===== config.mk =====
export PLATFORM = sky130hd
export DESIGN_NAME = stream_mux_n
export DESIGN_NICKNAME = d
export VERILOG_FILES = /design/src/rtl/stream_mux_pkg.sv /design/src/rtl/stream_mux_n_rr_arbiter.sv /design/src/rtl/stream_mux_n.sv
export SDC_FILE = /design/constraint.sdc
export NUM_CORES = 1
export LEC_CHECK = 0
export ABC_AREA = 1
export CAP_MARGIN = 20
export CORE_ASPECT_RATIO = 0.6
export CORE_UTILIZATION = 37
export CTS_CLUSTER_SIZE = 8
export DETAILED_ROUTE_END_ITERATION = 10
export PLACE_DENSITY = 0.85
export SYNTH_ARGS = -nofsm -noshare
export SYNTH_HDL_FRONTEND = slang
export SYNTH_HIERARCHICAL = 1
export SYNTH_SLANG_ARGS = --single-unit

===== constraint.sdc =====
create_clock -name clk -period 1.7 [get_ports clk]
set_input_delay 0.51 -clock clk [delete_from_list [all_inputs] [get_ports clk]]
set_output_delay 0.51 -clock clk [all_outputs]
set_load 0.05 [all_outputs]

===== src/rtl/stream_mux_pkg.sv =====
// Shared constants and helpers for the N-input stream multiplexer.
package stream_mux_pkg;

  localparam int MODE_SEL = 0;
  localparam int MODE_RR  = 1;

  // Channel-id width, never narrower than one bit.
  function automatic int clog2_min1(input int n);
    return (n <= 2) ? 1 : $clog2(n);
  endfunction

endpackage


===== src/rtl/stream_mux_n_rr_arbiter.sv =====
// Round-robin arbiter: first requester after ptr wins; grant is gated by adv.
module rr_arbiter
  import stream_mux_pkg::*;
#(
  parameter int N = 4,
  parameter int W = clog2_min1(N)
) (
  input  logic [N-1:0] req,
  input  logic [W-1:0] ptr,
  input  logic         adv,
  output logic [N-1:0] grant,
  output logic [W-1:0] grant_idx
);

  always_comb begin
    int   c;
    logic found;
    grant     = '0;
    grant_idx = '0;
    found     = 1'b0;
    c         = 0;
    // Search ptr+1 .. ptr+N so the last winner has lowest priority.
    for (int i = 1; i <= N; i++) begin
      c = (int'(ptr) + i) % N;
      if (!found && req[c]) begin
        found     = 1'b1;
        grant_idx = W'(c);
      end
    end
    if (found && adv) grant[grant_idx] = 1'b1;
  end

endmodule


===== src/rtl/stream_mux_n.sv =====
// N-input valid/ready stream mux with a registered output stage.
// Selection is either external (sel) or round-robin among valid inputs.
module stream_mux_n
  import stream_mux_pkg::*;
#(
  parameter int NUM_CH = 4,
  parameter int DATA_W = 8,
  parameter int MODE   = 0,
  parameter int SEL_W  = clog2_min1(NUM_CH)
) (
  input  logic                     clk,
  input  logic                     rst_n,
  input  logic [NUM_CH-1:0]        in_valid,
  output logic [NUM_CH-1:0]        in_ready,
  input  logic [NUM_CH*DATA_W-1:0] in_data,
  input  logic [SEL_W-1:0]         sel,
  output logic                     out_valid,
  input  logic                     out_ready,
  output logic [DATA_W-1:0]        out_data,
  output logic [SEL_W-1:0]         out_ch,
  output logic                     sel_err,
  input  logic                     sel_err_clr
);

  localparam int SEL_SPAN = 1 << SEL_W;

  // Handshake: a word moves on an input when in_valid[i] && in_ready[i], and on
  // the output when out_valid && out_ready; in_valid must not wait on in_ready.
  logic                load_en;
  logic [NUM_CH-1:0]   grant;
  logic [SEL_W-1:0]    grant_idx;
  logic                in_xfer;
  logic [SEL_SPAN-1:0] sel_ok_vec;

  assign load_en  = !out_valid || out_ready;
  assign in_ready = grant & {NUM_CH{rst_n}};
  assign in_xfer  = |(in_valid & in_ready);

  always_comb begin
    sel_ok_vec = '0;
    for (int i = 0; i < SEL_SPAN; i++) sel_ok_vec[i] = (i < NUM_CH);
  end

  generate
    if (MODE == MODE_RR) begin : g_rr
      logic [SEL_W-1:0] ptr;

      rr_arbiter #(.N(NUM_CH), .W(SEL_W)) u_arb (
        .req       (in_valid),
        .ptr       (ptr),
        .adv       (load_en),
        .grant     (grant),
        .grant_idx (grant_idx)
      );

      // Reset to the last channel so channel 0 is searched first.
      always_ff @(posedge clk or negedge rst_n) begin
        if (!rst_n)       ptr <= SEL_W'(NUM_CH - 1);
        else if (in_xfer) ptr <= grant_idx;
      end
    end else begin : g_sel
      always_comb begin
        grant = '0;
        if (sel_ok_vec[sel] && load_en) grant[sel] = 1'b1;
      end
      assign grant_idx = sel;
    end
  endgenerate

  always_ff @(posedge clk or negedge rst_n) begin
    if (!rst_n) begin
      out_valid <= 1'b0;
      out_data  <= '0;
      out_ch    <= '0;
    end else if (in_xfer) begin
      out_valid <= 1'b1;
      out_data  <= in_data[int'(grant_idx)*DATA_W +: DATA_W];
      out_ch    <= grant_idx;
    end else if (out_ready) begin
      out_valid <= 1'b0;
    end
  end

  // Clear has priority over a same-cycle out-of-range select.
  always_ff @(posedge clk or negedge rst_n) begin
    if (!rst_n)                                    sel_err <= 1'b0;
    else if (sel_err_clr)                          sel_err <= 1'b0;
    else if (MODE == MODE_SEL && !sel_ok_vec[sel]) sel_err <= 1'b1;
  end

endmodule


==> impl_metrics.csv <==
group,metric,value,unit
outcome,status,"finished, violations left",
outcome,violations,"setup timing",
place,hpwlAfterDp,2.19,mm
drt,num_vias,1139,
drt,wl_met2,1.71,mm
die,die_area,2430,sq um
setup_path,critical_path_class,"in -> out",
flow_run,maxCapViolations,0,
sta,rsz0062_at_grt,"true",
place,gp_congestion,0.782,
global_route,grt_pass1_vias,1144,
setup_path,end_kind,"output pin",
layout,num-nets-final,227,
logic_synthesis,synth_cells,110,
global_route,grtUsageTotal,30.5,%
power_and_ir_drop,switching_share,38.8,%
place,io_buffers,57,
sta,fin_ws,-0.0257,ns
layout,final_common_cell,"nand2_1",
power_and_ir_drop,p_int,983,uW
power_and_ir_drop,p_seq_share,26.8,%
layout,layout_common_cells,"nand2_1 (54), clkdlybuf4s50_1 (37), buf_12 (17), buf_4 (15), dfrtp_1 (11)",
drt,dr.pass1.iters,4,
setup_path,arrival,1.22,ns
die,core,1970,sq um
setup_path,worstPathMaxFanout,4,
clock_tree,cts_made_buffers,3,
clock_tree,cts_num_sinks,12,
logic_synthesis,synth_top_area_share,36.4,%
power_and_ir_drop,power_per_cell_area,892,nW/um^2
logic_synthesis,synthesis.area,825,sq um
power_and_ir_drop,p_leak,0.000840,uW
power_and_ir_drop,p_sw,623,uW
layout,design_area,1800,sq um
die,initial_core_util,41.9,%
hold_path,hold_class,"in -> async",
sta,finalHoldViolations,0,
logic_synthesis,synth_largest_area_cell,"dfrtp_1",
setup_path,cp-start-kind,"input pin",
die,fp.dieH,38.6,microns
power_and_ir_drop,power.share.combinational,53.4,%
place,placed_cell_area,1730,sq um
setup_path,slowest_delay,0.25,ns
drt,vias_per_cell,5.37,
sta,max_slew.worst_pin.slew,0.222,ns
global_route,grt_pass1_wl,5.15,mm
setup_path,path_cells,"clkdlybuf4s15_2, nand2_8, nor3_4, buf_12",
sta,timing.final.crit_period,1.73,ns
layout,insertedDiodeCount,0,
drt,detail-route-antenna-nets,0,
power_and_ir_drop,pwr-share-clk,19.8,%
place,dp_slack,-0.427,ns
drt,top_layer,"met4",
logic_synthesis,async_reset_ff_share,100,%
global_route,overflow,0,
sta,timing.final.crit_share,102,%
layout,syn_to_final_growth,118,%
sta,slew_violations,0,
setup_path,slowest_stage,"clkdlybuf4s15_2",
clock_tree,tritoncts,"yes",
logic_synthesis,synth_nets,152,
drt,first_iter_violations,37,
drt,totalWireLength,3.31,mm
sta,relSlewSlack,85.2,%
logic_synthesis,ys_top_cells_by_area,"dfrtp_1 (36%), nand2_1 (25%), nand4_1 (7.6%)",
clock_tree,cts.htree.levels,1,
drt,wl_met1,1.10,mm
clock_tree,clock_path_buffers,2,
die,fp-row-count,12,
clock_tree,clkTransAtPathRegs,0.05,ns
sta,setup_viol,2,
logic_synthesis,yosysWarnings,6,
drt,drc,0,
clock_tree,clk_latency,0.24,ns
die,boundaryPins,58,
global_route,grt_max_degree,17,
sta,fmax,579,MHz
logic_synthesis,seq_area_frac_synth,36.4,%
global_route,antenna_found_initial,0,
drt,avgRoutedWirePerCell,15.6,microns
power_and_ir_drop,peakVddDrop,0.691,mV
logic_synthesis,synth_cell_type_count,18,
logic_synthesis,synthFlopType,"dfrtp_1",
drt,wl_met3,362,microns
die,fp.dieW,62.9,microns
logic_synthesis,avgSynthCellArea,7.50,sq um
setup_path,critical_path_required,1.19,ns
clock_tree,clockRootBuffer,"clkbuf_8",
layout,drive_above_1_share,32.6,%
logic_synthesis,synth_edf_count,0,
sta,finalClockSkew,0.000915,ns
logic_synthesis,synth-seq-cells,12,
## synth_stat cells, types with 2 or more instances
master / instances
buf_6: 3
dfrtp_1: 12
inv_1: 3
inv_2: 2
nand2_1: 56
nand4_1: 10
nor2_1: 2
nor2_8: 3
nor3_1: 3
o21ai_0: 5
o21ai_1: 4
## stage by stage
step	power [uW]	TNS, ns	hold slack (ns)	util [%]	cells
CTS	1610	-0.0962	0.410	91.3	212
detailed placement	1270	-5.94	0.524	88.1	205
global route	1670	-0.0875	0.427	91.5	212
floorplan	789	-0.0555	0.214	-	110
global placement	1260	-5.34	0.523	88.1	205
finish	1610	-0.0348	0.415	91.5	212
## critical path, delay by kind of cell
kind,cells,cell delay [ns]
buf+inv,2,0.41
simple gates,2,0.29
## power by group through the flow
stage                     sequential [uW]  clock [uW]  combinational [uW]
after floorplan                       614           0                 175
after global placement                430           0                 827
after detailed placement              431           0                 842
after CTS                             431         321                 858
after global routing                  437         336                 891
final                                 430         318                 858
## logic make-up (layout without fill, tap and decap cells)
| family | after synthesis | after routing | synth area share (%) |
|---|---|---|---|
| compound gates | 9 | 9 | 5.46 |
| buf+inv | 10 | 84 | 8.04 |
| flops | 12 | 12 | 36.4 |
| simple gates | 79 | 79 | 50.1 |
## timing repair
item | in CTS | in global routing
endpoints found under the setup margin | 15 | 3
resized for setup | 15 | 1
pin swaps | 5 | 4
buffers inserted | 3 | 0
hold buffers | 0 | 0
endpoints found under the hold margin | 0 | 0
## path summary, 6_finish.rpt
kind,from,end,slack (ns),cells past startpoint
setup / recovery,rst_n,in_ready[2],-0.03,4
hold / removal,rst_n,out_data[5],0.42,2
setup reg to reg,out_valid,out_data[4],0.15,8
hold reg to reg,out_data[5],out_data[5],0.56,2
max in group asynchronous,rst_n,out_valid,1.08,2
min in group clk,out_data[5],out_data[5],0.56,2
## cell type report
type | instances | area [sq um]
Timing Repair Buffer | 74 | 861
Multi-Input combinational cell | 88 | 523
Sequential cell | 12 | 302
Fill cell | 74 | 166
Clock buffer | 4 | 55.1
Tap cell | 28 | 35.0
Inverter | 6 | 25.0
## registers in the layout, indices dropped and copies added, names as in the netlist
name / flops
out_valid: 1
out_data: 8
out_ch: 2
sel_err: 1
## layer usage
layer  vias to the layer above  global-route usage (%)
li1                        510                       -
met1                       525                    27.7
met2                        86                    61.0
met3                        18                    11.0
met4                         0                    18.6
met5                         -                       0
Power figures use the tool's default switching activity.
